==> config.mk <==
export PLATFORM = sky130hd
export DESIGN_NAME = seg_scan_ctrl
export DESIGN_NICKNAME = d
export VERILOG_FILES = /design/src/rtl/seg_scan_ctrl.sv
export SDC_FILE = /design/constraint.sdc
export NUM_CORES = 1
export LEC_CHECK = 0
export ABC_AREA = 0
export ABC_CLOCK_PERIOD_IN_PS = 2100
export CORE_UTILIZATION = 30
export CTS_BUF_LIST = sky130_fd_sc_hd__clkbuf_8 sky130_fd_sc_hd__clkbuf_16
export DETAILED_ROUTE_END_ITERATION = 8
export DONT_BUFFER_PORTS = 1
export PLACE_DENSITY_LB_ADDON = 0.25
export REMOVE_ABC_BUFFERS = 1
export SLEW_MARGIN = 20
export SYNTH_ARGS = -nofsm -noshare
export SYNTH_HDL_FRONTEND = slang
export SYNTH_SLANG_ARGS = --single-unit
==> constraint.sdc <==
create_clock -name clk -period 2.1 [get_ports clk]
set_input_delay 0.42 -clock clk [delete_from_list [all_inputs] [get_ports clk]]
set_output_delay 0.42 -clock clk [all_outputs]
set_load 0.005 [all_outputs]
==> src/rtl/seg_scan_ctrl.sv <==
// seg_scan_ctrl: time-multiplexed scan controller for the 4-digit common-anode
// seven-segment display. It double-buffers a 4-digit BCD value and scans one
// digit per slot: a BLANK phase (all anodes off) followed by a SHOW phase.
// New values are only promoted to the displayed buffer at the frame wrap, so a
// frame never mixes digits from two different values.
// Optional feature: define LZ_SUPPRESS_EN to blank leading zeros (digit 0 is
// always kept so a zero value still shows a single "0").
module seg_scan_ctrl #(
  parameter int REFRESH_DIV = 50000,
  parameter int BLANK_CYC   = 16
) (
  input  logic        clk,
  input  logic        rst_n,
  input  logic [15:0] value,
  input  logic [3:0]  digit_en,
  input  logic        load,
  output logic [3:0]  an,
  output logic [6:0]  seg,
  output logic        frame_done
);

  localparam int CNT_MAX = (REFRESH_DIV > BLANK_CYC) ? REFRESH_DIV : BLANK_CYC;
  localparam int CNT_W   = (CNT_MAX > 1) ? $clog2(CNT_MAX) : 1;
  localparam logic [CNT_W-1:0] BLANK_LAST = CNT_W'(BLANK_CYC - 1);
  localparam logic [CNT_W-1:0] SHOW_LAST  = CNT_W'(REFRESH_DIV - 1);

  typedef enum logic {
    ST_BLANK = 1'b0,
    ST_SHOW  = 1'b1
  } state_t;

  state_t           state_q, state_d;
  logic [CNT_W-1:0] cnt_q, cnt_d;
  logic [1:0]       idx_q, idx_d;
  logic [15:0]      act_val_q, act_val_d;
  logic [3:0]       act_en_q, act_en_d;
  logic [15:0]      pend_val_q, pend_val_d;
  logic [3:0]       pend_en_q, pend_en_d;
  logic             pend_valid_q, pend_valid_d;
  logic [3:0]       an_q, an_d;
  logic [6:0]       seg_q, seg_d;
  logic             frame_done_q, frame_done_d;

  logic             blank_done;
  logic             show_done;
  logic             wrap;
  logic [3:0]       cur_nib;
  logic [3:0]       show_en;

  // BCD to active-low {g,f,e,d,c,b,a}; non-BCD nibbles render as a blank digit
  function automatic logic [6:0] decode_bcd(input logic [3:0] nib);
    logic [6:0] pat;
    case (nib)
      4'd0:    pat = 7'b1000000;
      4'd1:    pat = 7'b1111001;
      4'd2:    pat = 7'b0100100;
      4'd3:    pat = 7'b0110000;
      4'd4:    pat = 7'b0011001;
      4'd5:    pat = 7'b0010010;
      4'd6:    pat = 7'b0000010;
      4'd7:    pat = 7'b1111000;
      4'd8:    pat = 7'b0000000;
      4'd9:    pat = 7'b0010000;
      default: pat = 7'b1111111;
    endcase
    return pat;
  endfunction

  assign cur_nib = act_val_q[{idx_q, 2'b00} +: 4];

  // State register plus all datapath flops; reset drops every pin to dark at once
  always_ff @(posedge clk or negedge rst_n) begin
    if (!rst_n) begin
      state_q      <= ST_BLANK;
      cnt_q        <= '0;
      idx_q        <= 2'd0;
      act_val_q    <= 16'h0000;
      act_en_q     <= 4'h0;
      pend_val_q   <= 16'h0000;
      pend_en_q    <= 4'h0;
      pend_valid_q <= 1'b0;
      an_q         <= 4'hF;
      seg_q        <= 7'h7F;
      frame_done_q <= 1'b0;
    end else begin
      state_q      <= state_d;
      cnt_q        <= cnt_d;
      idx_q        <= idx_d;
      act_val_q    <= act_val_d;
      act_en_q     <= act_en_d;
      pend_val_q   <= pend_val_d;
      pend_en_q    <= pend_en_d;
      pend_valid_q <= pend_valid_d;
      an_q         <= an_d;
      seg_q        <= seg_d;
      frame_done_q <= frame_done_d;
    end
  end

  // Next-state: phase counter, BLANK/SHOW alternation and digit index advance
  always_comb begin
    state_d    = state_q;
    cnt_d      = cnt_q + CNT_W'(1);
    idx_d      = idx_q;
    blank_done = 1'b0;
    show_done  = 1'b0;
    wrap       = 1'b0;
    case (state_q)
      ST_BLANK: begin
        if (cnt_q == BLANK_LAST) begin
          blank_done = 1'b1;
          state_d    = ST_SHOW;
          cnt_d      = '0;
        end
      end
      ST_SHOW: begin
        if (cnt_q == SHOW_LAST) begin
          show_done = 1'b1;
          state_d   = ST_BLANK;
          cnt_d     = '0;
          idx_d     = idx_q + 2'd1;
          wrap      = (idx_q == 2'd3);
        end
      end
      default: begin
        state_d = ST_BLANK;
        cnt_d   = '0;
      end
    endcase
  end

  // Effective anode enables for the displayed buffer (optionally hiding leading zeros)
  always_comb begin
    show_en = act_en_q;
`ifdef LZ_SUPPRESS_EN
    if (act_val_q[15:12] == 4'h0) begin
      show_en[3] = 1'b0;
      if (act_val_q[11:8] == 4'h0) begin
        show_en[2] = 1'b0;
        if (act_val_q[7:4] == 4'h0) begin
          show_en[1] = 1'b0;
        end
      end
    end
`endif
  end

  // Double buffer: loads park in pending; the frame wrap promotes them, a load on the wrap wins
  always_comb begin
    act_val_d    = act_val_q;
    act_en_d     = act_en_q;
    pend_val_d   = pend_val_q;
    pend_en_d    = pend_en_q;
    pend_valid_d = pend_valid_q;
    if (wrap) begin
      if (load) begin
        act_val_d = value;
        act_en_d  = digit_en;
      end else if (pend_valid_q) begin
        act_val_d = pend_val_q;
        act_en_d  = pend_en_q;
      end
      pend_valid_d = 1'b0;
    end else if (load) begin
      pend_val_d   = value;
      pend_en_d    = digit_en;
      pend_valid_d = 1'b1;
    end
  end

  // Output decode: registered pins change only when a phase begins
  always_comb begin
    an_d         = 4'hF;
    seg_d        = 7'h7F;
    frame_done_d = wrap;
    if (state_q == ST_BLANK && blank_done) begin
      seg_d = decode_bcd(cur_nib);
      if (show_en[idx_q]) begin
        an_d = ~(4'b0001 << idx_q);
      end
    end else if (state_q == ST_SHOW && !show_done) begin
      an_d  = an_q;
      seg_d = seg_q;
    end
  end

  assign an         = an_q;
  assign seg        = seg_q;
  assign frame_done = frame_done_q;

endmodule

==> summary.md <==
| Metric | Value |
|---|---|
| Clock transition at the registers of the reported paths | `roughly 0.06 ns` |
| Antenna Nets Post-Route | `0` |
| CP Launch Type | `flip-flop` |
| Multiplexer area fraction after synthesis | `11.3%` |
| Critical-path top delay cell | `dfrtp_1` |
| Register area share after synthesis | `47.7%` |
| Critical register-to-register path startpoint | `cnt_q[0]` |
| R2r endpoint | `pend_val_q[15]` |
| Largest area contributor in the netlist | `dfrtp_1` |
| Critical path origin | `cnt_q[0]` |
| Setup crit end | `pend_val_q[15]` |
| Top cells by count, synth | `dfrtp_1 (61), nor2_1 (43), a21oi_1 (22)` |
| Clk root buf | `clkbuf_16` |
| Compound-Gate Fraction of Synth Area | `9.92%` |
| Hold Fails Final Rpt | `0` |
| Tmin final | `2.00 ns` |
| Die height | `approximately 110 microns` |
| Wire length per cell | `16.4 microns` |
| Synth async-reset ratio | `100%` |
| Critical Path Sink Type | `flip-flop` |
| CTS tree | `done` |
| Fmax achieved | `0.499 GHz` |
| Placed wire-length estimate | `5.64 mm` |
| Final Skew | `0.00651 ns` |
| # Post-CTS Setup Buffers | `0` |
| Synth Area in Simple Gates | `between 10% and 20%` |
| CTS Buf Count | `9` |
| Top_reg_cell synth | `dfrtp_1` |
| Syn avg cell area | `10.6 sq um` |
| Final non-filler cell total | `534` |
| H-tree depth | `3` |
| RSZ-0062 raised after global routing | `false` |
| Final worst path period share | `95.4%` |
| Tightest Hold Check Type | `in2reg` |
| P per Cell Area | `708 mW/mm^2` |
| Buffers plus inverters on the worst setup path | `1` |
| Final wirelength | `8.77 mm` |
| Via count | `2669` |
| Max Cap Violations | `0` |
| Area Growth Syn to Fin | `14.0%` |
| Vias in the first global route | `2642` |
| Initial antenna violation count | `0` |
| Row cnt | `40` |
| Post-synth EDFFs | `0` |
| Worst-margin pin slew | `0.564 ns` |
| Static leakage | `around 1.8 nW` |
| Share of layout cells above drive strength 1 | `23.8%` |
| Place WS | `0.0910 ns` |
| Setup violators final | `0` |
| Gpl congestion | `around 0.7` |
| Slew HR | `a little over 60%` |
| Synth cell types | `34` |
| Starting DRT DRC Count | `178` |
| Die span in x | `115 microns` |
| Status | `finished, final reports clean` |
| Congestion Overflow GR | `0` |
| Ys Warns | `0` |
| Cells after synthesis | `360` |
| Delay-heaviest family, CP | `simple AND/OR/NAND/NOR gates` |
| Cell depth of the worst setup path | `7` |
| XOR/XNOR Fraction of Synth Area | `between 3 and 4%` |
| Bufs on Longest Clock Path | `2` |
| Post-Synth Adder-Cell Area | `3.29%` |
| Buffers on Ports | `0` |
| Global-route wire length before repair | `14.3 mm` |
| Final #Nets | `a little under 400` |
| DR vias/cell | `5.00` |
| Tot GR Track Use | `14.4%` |
| Total power | `0.00307 W` |
| Setup TNS | `0 ns` |
| DRC violations left | `0` |
| Critical path class | `reg2reg` |
| Top-count cell post-synth | `dfrtp_1` |
| CTS sink cnt | `72` |
| WP data arrival | `~2.2 ns` |
| Top-area cell type share of the netlist area | `~40%` |
| DIE AREA | `0.0132 sq mm` |
| Pre-antenna DRT Iters | `4` |
| Final worst slack | `0.0962 ns` |
| I/O Pins | `35` |
| Pins Over Slew Limit | `0` |
| Crit-path cells | `ha_1 > and3_1 > and3_1 > and3_4 > nand2b_4 > buf_12 > mux2_4` |
| Synth top area cells | `dfrtp_1 (40%), mux2_4 (7.9%), dfstp_2 (7.6%)` |
| R2R setup slack | `just under 0.1 ns` |
| Clock insertion delay at the later pin of the skew report | `0.34 ns` |
| Critical Path Max Stage Delay | `0.39 ns` |
| CP Max Fanout | `15` |
| Core outline area | `0.0122 sq mm` |
| Reg2Reg Depth | `7` |
| Pin count of the biggest net entering global routing | `73` |
| N_diodes | `0` |
| Initial Util | `31.2%` |
| Cell Area, Synth | `0.00381 sq mm` |
| Worst EP required | `2.31 ns` |
| Most frequent CP cell | `and3_1` |
| Largest family of logic cells by synthesized area | `simple AND/OR/NAND/NOR gates` |
| FF+latch count, synth | `72` |
| Maximum vdd drop | `0.000381 V` |
| # placed instances | `roughly 520` |
## kinds of logic (layout without fill, tap and decap cells)
family / Yosys count / after routing
buf+inv: 33 / 39
simple gates: 142 / 142
xor+xnor: 15 / 15
flops: 72 / 72
mux: 28 / 28
fa+ha+maj: 10 / 10
compound gates: 60 / 60
## final cells by class
| type | instances | area [sq um] |
|---|---|---|
| clock inverter | 3 | 11.3 |
| timing repair buffer | 16 | 171 |
| sequential | 72 | 1820 |
| clock buffer | 13 | 280 |
| tap | 168 | 210 |
| multi-input combinational | 255 | 1830 |
| inverter | 7 | 26.3 |
| fill | 1228 | 7870 |
## routing by layer
metal  vias to the layer above  share of wire [%]  track usage, %
met4                         0                1.1            4.42
li1                       1272                  -               -
met2                        66                 46            22.0
met1                      1321                 48            19.4
met3                        10                5.0            4.45
met5                         -                  0               0
## metrics by stage
stage | cell area [sq um] | util (%) | hold WS, ns
floorplan | 3670 | - | 0.124
global placement | 4010 | 32.8 | 0.126
detailed placement | 4010 | 32.8 | 0.126
CTS | 4300 | 35.2 | -0.234
global route | 4340 | 35.6 | 0.208
finish | 4340 | 35.6 | 0.218
## cell usage in the layout (no fill, tap or decap), types with 7 or more instances in the layout
| cell type | Yosys | layout |
|---|---|---|
| o22ai_1 | 20 | 20 |
| buf_4 | 0 | 11 |
| dfrtp_1 | 61 | 60 |
| ha_1 | 10 | 10 |
| or2_2 | 17 | 17 |
| nand2_1 | 15 | 15 |
| inv_1 | 7 | 10 |
| nand3_1 | 9 | 9 |
| nor2b_1 | 21 | 21 |
| xnor2_1 | 7 | 7 |
| a21oi_1 | 22 | 22 |
| mux2_4 | 20 | 20 |
| nor2_1 | 43 | 43 |
| xor2_1 | 8 | 8 |
| nand4_1 | 20 | 20 |
| clkbuf_16 | 0 | 9 |
| a2bb2oi_1 | 9 | 9 |
| dfstp_2 | 11 | 11 |
## worst min path at each step
stage	from	to	slack, ns	cells past startpoint
6_report	load	act_val_q[12]	0.22	2
3_5_place_dp	rst_n	cnt_q[5]	0.13	0
4_1_cts	rst_n	state_q	-0.23	0
2_1_floorplan	rst_n	act_en_q[0]	0.12	0
5_1_grt	load	act_val_q[7]	0.21	2
3_3_place_gp	rst_n	cnt_q[7]	0.13	0
## power by group
part	internal (W)	switching, W	leakage, nW
combinational	0.0000811	0.0000612	0.767
sequential	0.00143	0.0000215	0.900
clock	0.000916	0.000564	0.156
## flip-flops by register name (all words and copies together) (netlist names)
signal	count
cnt_q	16
pend_val_q	16
frame_done	1
act_en_q	4
an	4
pend_en_q	4
idx_q	2
act_val_q	16
pend_valid_q	1
seg	7
state_q	1
## repair_timing
action	CTS	global route
setup endpoints to repair	0	7
hold endpoints to repair	72	72
gates resized for setup	0	2
(Power assumes the default switching activity.)
